`config.mk`:
```
export PLATFORM = sky130hd
export DESIGN_NAME = btb_update_ctrl
export DESIGN_NICKNAME = d
export VERILOG_FILES = /design/src/rtl/btb_update_ctrl_pkg.sv /design/src/rtl/btb_sat_ctr.sv /design/src/rtl/btb_update_ctrl.sv
export SDC_FILE = /design/constraint.sdc
export NUM_CORES = 1
export LEC_CHECK = 0
export BUFFER_PORTS_ARGS = -buffer_cell sky130_fd_sc_hd__buf_2
export CAP_MARGIN = 20
export CORE_MARGIN = 10
export CORE_UTILIZATION = 47
export CTS_CLUSTER_DIAMETER = 150
export DETAILED_ROUTE_END_ITERATION = 6
export GPL_TIMING_DRIVEN = 0
export PLACE_DENSITY_LB_ADDON = 0.1
export SYNTH_ARGS = -nofsm -noshare
export SYNTH_HDL_FRONTEND = slang
export SYNTH_HIERARCHICAL = 1
export SYNTH_SLANG_ARGS = --single-unit
```
`constraint.sdc`:
```
create_clock -name CLK -period 1.5 [get_ports CLK]
set_input_delay 0.15 -clock CLK [delete_from_list [all_inputs] [get_ports CLK]]
set_output_delay 0.15 -clock CLK [all_outputs]
set_load 0.01 [all_outputs]
```
`src/rtl/btb_update_ctrl_pkg.sv`:
```
// btb_update_ctrl_pkg: shared widths, entry layout, counter states and FSM encoding
package btb_update_ctrl_pkg;
  localparam int PC_W      = 13;
  localparam int IDX_W     = 11;
  localparam int TAG_W     = 2;
  localparam int CTR_W     = 16;
  localparam int VALID_BIT = 17;
  localparam int STATE_MSB = 16;
  localparam int TAG_MSB   = 14;
  localparam int TGT_MSB   = 12;
  localparam int ENT_W     = VALID_BIT + 1;
  localparam logic [1:0] SNT = 2'b00;
  localparam logic [1:0] WNT = 2'b01;
  localparam logic [1:0] WT  = 2'b10;
  localparam logic [1:0] ST  = 2'b11;
  typedef enum logic {CLEAR, RUN} fsm_e;
endpackage

```
`src/rtl/btb_sat_ctr.sv`:
```
// btb_sat_ctr: combinational 2-bit saturating increment/decrement
module btb_sat_ctr
  import btb_update_ctrl_pkg::*;
(
  input  logic [1:0] s_i,
  input  logic       inc_i,
  output logic [1:0] ns_o
);
  assign ns_o = inc_i ? (s_i == ST ? ST : s_i + 2'd1) : (s_i == SNT ? SNT : s_i - 2'd1);
endmodule

```
`src/rtl/btb_update_ctrl.sv`:
```
// btb_update_ctrl: table clear sequencer and resolved-branch write controller for the BTB
module btb_update_ctrl
  import btb_update_ctrl_pkg::*;
(
  input  logic             CLK,
  input  logic             RSTN,
  input  logic             flush_req,
  input  logic             upd_valid,
  input  logic [PC_W-1:0]  upd_pc,
  input  logic             upd_taken,
  input  logic [PC_W-1:0]  upd_target,
  input  logic             upd_hit,
  input  logic [1:0]       upd_state,
  input  logic [PC_W-1:0]  upd_prepc,
  output logic [IDX_W-1:0] w_addr,
  output logic [ENT_W-1:0] w_data,
  output logic             wen,
  output logic             ready,
  output logic [CTR_W-1:0] stat_upd,
  output logic [CTR_W-1:0] stat_drop
);
  fsm_e             state_q, state_d;
  logic [IDX_W-1:0] clr_q, clr_d, addr_q, addr_d;
  logic [ENT_W-1:0] data_q, data_d;
  logic             wen_q, wen_d, ready_q, ready_d;
  logic [CTR_W-1:0] upd_q, upd_d, drop_q, drop_d;
  logic [1:0]       ns;
  logic [PC_W-1:0]  tgt;
  logic             do_wr;

  btb_sat_ctr u_ctr (.s_i(upd_state), .inc_i(upd_taken), .ns_o(ns));

  assign tgt   = upd_taken ? upd_target : upd_prepc;
  assign do_wr = upd_hit ? !(ns == upd_state && tgt == upd_prepc) : upd_taken;

  // next state: clear sweep, flush handling, and update write formation
  always_comb begin
    state_d = state_q;
    clr_d   = clr_q;
    addr_d  = addr_q;
    data_d  = data_q;
    wen_d   = 1'b0;
    upd_d   = upd_q;
    drop_d  = drop_q;
    ready_d = state_q == RUN && !flush_req;
    if (state_q == CLEAR) begin
      wen_d  = 1'b1;
      addr_d = clr_q;
      data_d = '0;
      clr_d  = flush_req ? '0 : clr_q + IDX_W'(1);
      if (clr_q == '1 && !flush_req) state_d = RUN;
      if (upd_valid) drop_d = drop_q + CTR_W'(1);
    end else if (flush_req) begin
      state_d = CLEAR;
      clr_d   = '0;
      if (upd_valid) drop_d = drop_q + CTR_W'(1);
    end else if (upd_valid && do_wr) begin
      wen_d  = 1'b1;
      addr_d = upd_pc[IDX_W-1:0];
      data_d = {1'b1, upd_hit ? ns : WT, upd_pc[PC_W-1:IDX_W], tgt};
      upd_d  = upd_q + CTR_W'(1);
    end
  end

  // registered state and table write port
  always_ff @(posedge CLK or negedge RSTN)
    if (!RSTN) begin
      state_q <= CLEAR;
      clr_q   <= '0;
      addr_q  <= '0;
      data_q  <= '0;
      wen_q   <= 1'b0;
      ready_q <= 1'b0;
      upd_q   <= '0;
      drop_q  <= '0;
    end else begin
      state_q <= state_d;
      clr_q   <= clr_d;
      addr_q  <= addr_d;
      data_q  <= data_d;
      wen_q   <= wen_d;
      ready_q <= ready_d;
      upd_q   <= upd_d;
      drop_q  <= drop_d;
    end

  assign w_addr    = addr_q;
  assign w_data    = data_q;
  assign wen       = wen_q;
  assign ready     = ready_q;
  assign stat_upd  = upd_q;
  assign stat_drop = drop_q;
endmodule

```
# After elaboration in Yosys (flattened, before gate mapping)
# Cells that the tools add are included.
# totals
reg_bits,75
in_bits,47
out_inout_bits,63
elab_cells,54
# classes
addsub,5
n_eq_ne,7
mux,24
n_bitwise,1
n_reduce_logical,9
# op_table
cell,n
$mux W11,6
$mux W18,3
$mux W16,3
$add A16 B1 Y16 const B,2
$eq A13 B13 Y1,1
$mux W13,1
$add A11 B1 Y11 const B,1
$eq A11 B11 Y1 const B,1
$mux W2,4
$mux W1,7
$logic_and A1 B1 Y1,4
$ne A2 B2 Y1 const B,2
$reduce_and A3 Y1,1
$add A2 B1 Y2 const B,1
$eq A2 B2 Y1,1
$eq A2 B2 Y1 const B,1
$logic_not A1 Y1,2
$logic_not A2 Y1,1
$ne A2 B1 Y1 const B,1
$reduce_and A2 Y1,1
$sub A2 B1 Y2 const B,1
$not A1 Y1,1

# Logic depth before layout (Yosys ltp)
# depth
word_depth,11
ltp_mapped,9
ltp_nobuf,7

# Cells and area by module
# Netlist, hierarchy kept.
# modules_own_cells
mod,instances,cells_each,area_per_inst_um2,seq_area_each_um2
btb_update_ctrl,1,376,3940.0,1876.8
btb_sat_ctr,1,3,26.3,0.0

# Least setup slack after synthesis
# Ideal clock, no wire load.
# synth_timing
path_kind,input port to flip-flop
start,in upd_state[0]
end,reg addr_q[4] (netlist: w_addr[4])
setup_time_ps,141
arrival_time_ps,1837
t_required_ps,1359
slack_ps,-478
path_stages,9
n_path_buf,2
cell_sequence,inv_1 -> maj3_2 -> xnor2_1 -> nand2_1 -> or4_1 -> buf_2 -> clkbuf_8 -> o211ai_1 -> a31oi_1
# synth_via
elab_chain_cells,10
elab_cells_between_ends,14
cone_classes,2 x add/sub; 3 x eq/ne; 4 x mux; 5 x reduce/logical
# synth_lines
item,line,rtl
from (decl),btb_update_ctrl.sv:13,"input logic [1:0] upd_state,"
$sub A2 B1 Y2 (tied with other cells),btb_sat_ctr.sv:9,assign ns_o = inc_i ? (s_i == ST ? ST : s_i + 2'd1) : (s_i == SNT ? SNT : s_i - 2'd1);
$mux W2,btb_sat_ctr.sv:9,
$mux W2 *,btb_sat_ctr.sv:9,
via ns[0],btb_update_ctrl.sv:27,logic [1:0] ns;
$eq A2 B2 Y1 *,btb_update_ctrl.sv:34,assign do_wr = upd_hit ? !(ns == upd_state && tgt == upd_prepc) : upd_taken;
$logic_and A1 B1 Y1 *,btb_update_ctrl.sv:34,
$logic_not A1 Y1 *,btb_update_ctrl.sv:34,
$mux W1 *,btb_update_ctrl.sv:34,
$logic_and A1 B1 Y1 *,btb_update_ctrl.sv:57,end else if (upd_valid && do_wr) begin
$ne A2 B1 Y1 (no line) *,--,
$reduce_and A2 Y1 (no line) *,--,
to (signal assigned),btb_update_ctrl.sv:79,addr_q <= addr_d;
to (decl),btb_update_ctrl.sv:23,"logic [IDX_W-1:0] clr_q, clr_d, addr_q, addr_d;"
# The timed path passes the listed nets; every way through them passes the cells marked *.
# A chain may end at the register's enable or synchronous reset.

# Worst setup path in the final report
# layout_timing
start,in upd_state[1]
end,reg upd_q[8] (netlist: stat_upd[8])
# layout_via
elab_chain_cells,9
elab_cells_between_ends,13
cone_classes,2 x add/sub; 2 x eq/ne; 4 x mux; 5 x reduce/logical
# layout_lines
item,line,rtl
$sub A2 B1 Y2 (tied with other cells),btb_sat_ctr.sv:9,
$mux W2,btb_sat_ctr.sv:9,
$mux W2 *,btb_sat_ctr.sv:9,
via ns[1],btb_update_ctrl.sv:27,
$eq A2 B2 Y1 *,btb_update_ctrl.sv:34,
$logic_and A1 B1 Y1 *,btb_update_ctrl.sv:34,
$logic_not A1 Y1 *,btb_update_ctrl.sv:34,
$mux W1 *,btb_update_ctrl.sv:34,
$logic_and A1 B1 Y1 *,btb_update_ctrl.sv:57,
$reduce_and A3 Y1 (no line) *,--,
to (signal assigned),btb_update_ctrl.sv:83,upd_q <= upd_d;
to (decl),btb_update_ctrl.sv:26,"logic [CTR_W-1:0] upd_q, upd_d, drop_q, drop_d;"
# Marks and branches as above.

==> results.py <==
metrics = {
    "pwr": {
        "intPower_mw": 3.26,
        "vdd_drop_max_v": 0.000532,
        "power_frac_clock_pct": 31.3,
        "swShare_pct": 31.3,
        "p_sw_mw": 1.49,
        "p_total_mw": 4.75,
        "p_comb_share_pct": 21.0,
        "sequentialPowerShare_pct": 47.7,
        "p_leak_nw": 2.86,
        "power_density_nw_per_um2": 837,
    },
    "clock_network": {
        "h-tree-depth": 3,
        "clk_pin_slew_ns": 0.09,
        "clk-insertion-delay-late_ns": 0.35,
        "cts_root_buffer": "clkbuf_8",
        "cts_tree": "built",
        "clock_path_buffers": 2,
        "clock_sinks": 75,
        "cts_made_buffers": 9,
    },
    "synth": {
        "ys_ff_latch": 75,
        "ys_types": 43,
        "synthMuxAreaShare_pct": 5.11,
        "synth_cells": 379,
        "ys_warn_count": 6,
        "synthArstFlopShare_pct": 100,
        "synth-xor-area-share_pct": 11.7,
        "synth_edf_count": 0,
        "synth-simple-area-share_pct": 14.2,
        "synth_top_family_by_area": "compound AO/OA/AOI/OAI gates",
        "yosysSeqAreaShare_pct": 47.3,
        "yosys_most_used_dff": "dfrtp_1",
        "syn_area_per_cell_sq_um": 10.5,
        "syn_nets": 429,
        "synth_fa_ha_area_share_pct": 1.51,
        "synth_area_sq_um": 3970,
        "synth_compound_area_share_pct": 16.2,
    },
    "grt": {
        "grt_pass1_vias": 3752,
        "antenna_found_initial": 0,
        "grt_pass1_wl_mm": 19.1,
        "grtUsageTotal_pct": 18.3,
        "grt_max_degree": 58,
        "grt_overflow": 0,
    },
    "finish": {
        "final_cell_mix": "buf_2, dfrtp_1, xnor2_1",
        "antenna_cells": 0,
        "final_common_cell": "buf_2",
        "drive_gt1_share_pct": 42.3,
        "final_cells": 647,
        "final_nets": 587,
        "utilization_pct": 69.0,
        "n_fill_cell": 638,
        "area_delta_synth_final_pct": 43.0,
    },
    "routing": {
        "drcViolationCount": 0,
        "wirelength_mm": 12.0,
        "wl_per_cell_microns": 18.6,
        "drtAntennaViolNets": 0,
        "vias": 3579,
        "drtPass1Iterations": 4,
        "initialDrtViolationCount": 203,
        "post_drt_via_cell_ratio": 5.53,
    },
    "die": {
        "die_y_microns": 112,
        "io_pins": 110,
        "die-area_sq_um": 12500,
        "die_x_microns": 112,
        "rows": 33,
        "initial_utilization_pct": 48.3,
        "core_sq_um": 8220,
    },
    "placement": {
        "numPortBuffers": 109,
        "dpl.hpwl_mm": 8.14,
        "place_congestion": 0.794,
        "placedCellCount": 594,
    },
    "timing": {
        "fmax_mhz": 577,
        "fin_skew_ns": 0.0109,
        "period_needed_ns": 1.73,
        "relSlewSlack_pct": 51.6,
        "setup_viol": 46,
        "worst_hold_slack_ns": 0.0577,
        "fin_ws_ns": -0.233,
        "rsz0062_at_grt": "true",
        "hold_viol_final": 0,
        "drv_slew": 0,
        "fin_crit_sh_pct": 116,
        "max_slew.worst_pin.slew_ns": 0.726,
    },
    "critical_path": {
        "slowest_stage": "maj3_2",
        "cp-end-kind": "flop",
        "required_ns": 1.74,
        "critPathKind": "input port to flop",
        "max_stage_delay_ns": 0.36,
        "crit_path_max_fanout": 4,
        "crit_chain": "buf_8, maj3_2, xnor2_4, buf_4, a21oi_4, o21ai_4, buf_6, buf_6, a211o_1, xnor2_2",
        "crit_top_cell": "buf_6",
        "start_kind": "input port",
        "worst_ep_arrival_time_ns": 1.97,
    },
    "outcome": {
        "status": "finished with violations",
        "violations": "negative setup slack",
    },
    "run": {
        "cap_viol_max_count": 0,
    },
    "hold_path": {
        "hp-class": "input port to flop",
    },
}
[synth_stat cells, drive strengths merged, types with 13 or more instances]
master / n / area, sq um
nand2: 22 / 82.6
nand3: 15 / 75.1
mux2i: 18 / 180
xnor2: 36 / 315
dfrtp: 75 / 1880
nand4: 16 / 100
o211a: 13 / 130
nor2: 31 / 116
o211ai: 24 / 195
o21ai: 14 / 70.1
clkbuf: 17 / 83.8
xor2: 17 / 149
[power groups by stage]
stage	combinational (mW)	sequential, mW	clock (mW)
final	0.998	2.26	1.49
after floorplan	0.361	2.35	0
after global placement	0.729	2.31	0
after global routing	1.09	2.29	1.59
after CTS	0.861	2.27	1.50
after detailed placement	0.762	2.31	0
[state kept, by name, indices dropped and copies added, names as in the netlist]
signal and cells:
state_q 1, stat_upd 16, w_addr 11, w_data 18, clr_q 11, ready 1, stat_drop 16, wen 1
[critical path, delay by kind of cell]
family / cells / cell delay, ns
XOR/XNOR: 2 / 0.30
AO/OA/AOI/OAI: 3 / 0.61
adder cells (fa/ha/maj): 1 / 0.36
buffers and inverters: 4 / 0.56
[cells by family (layout without fill, tap and decap cells)]
group / count (synthesis) / count (layout)
adders and majority gates: 5 / 5
DFF: 75 / 75
buffers and inverters: 33 / 196
xor gates and xnor gates: 53 / 53
AOI/OAI and AO/OA: 81 / 81
and+or+nand+nor: 112 / 112
muxes: 20 / 20
[what timing repair did]
action	4_1_cts	5_1_grt
endpoints found under the setup margin	58	58
gates resized for setup	56	35
buffers inserted	18	16
hold buffers	2	0
pin swaps	25	21
hold endpoints to repair	20	0
cloned	2	1
[final cells by class]
type                    count  area [sq um]  area share, %
plain buffers              24           199           3.51
clock buffers               9           124           2.18
clock inverters             7          56.3          0.993
inverters                   8          37.5          0.662
multi-input cells         271          2270           40.0
flip-flops and latches     75          1880           33.1
well taps                 105           131           2.32
repair buffers            148           978           17.3
[metrics by stage]
| stage | setup WS, ns | TNS, ns | instance area, sq um |
|---|---|---|---|
| 2_1_floorplan | -0.320 | -10.99 | 4040 |
| 3_3_place_gp | -0.857 | -48.66 | 4720 |
| 3_5_place_dp | -0.852 | -31.56 | 4750 |
| 4_1_cts | -0.177 | -5.16 | 5360 |
| 5_1_grt | -0.281 | -10.37 | 5670 |
| 6_report | -0.233 | -7.26 | 5670 |
[routing by layer]
layer  part of all wire [%]  vias up  global-route usage, %
met2                     48      110                   30.1
met1                     43     1747                   22.8
met5                      0        -                      0
li1                       -     1704                      -
met4                    1.5        0                   4.88
met3                    7.3       18                   5.37
[final timing paths]
kind / start / endpoint / slack [ns] / cells after the start
worst max-delay path: upd_state[1] / stat_upd[8] / -0.23 / 10
worst min-delay path: upd_pc[12] / w_data[14] / 0.06 / 3
worst min register to register: stat_upd[15] / stat_upd[15] / 0.48 / 1
max in group asynchronous: RSTN / clr_q[2] / 0.71 / 3
worst max register to register: stat_upd[1] / stat_upd[12] / -0.18 / 6
min in group asynchronous: RSTN / stat_drop[10] / 0.21 / 2
No activity file was read; power rests on OpenSTA's default activity.
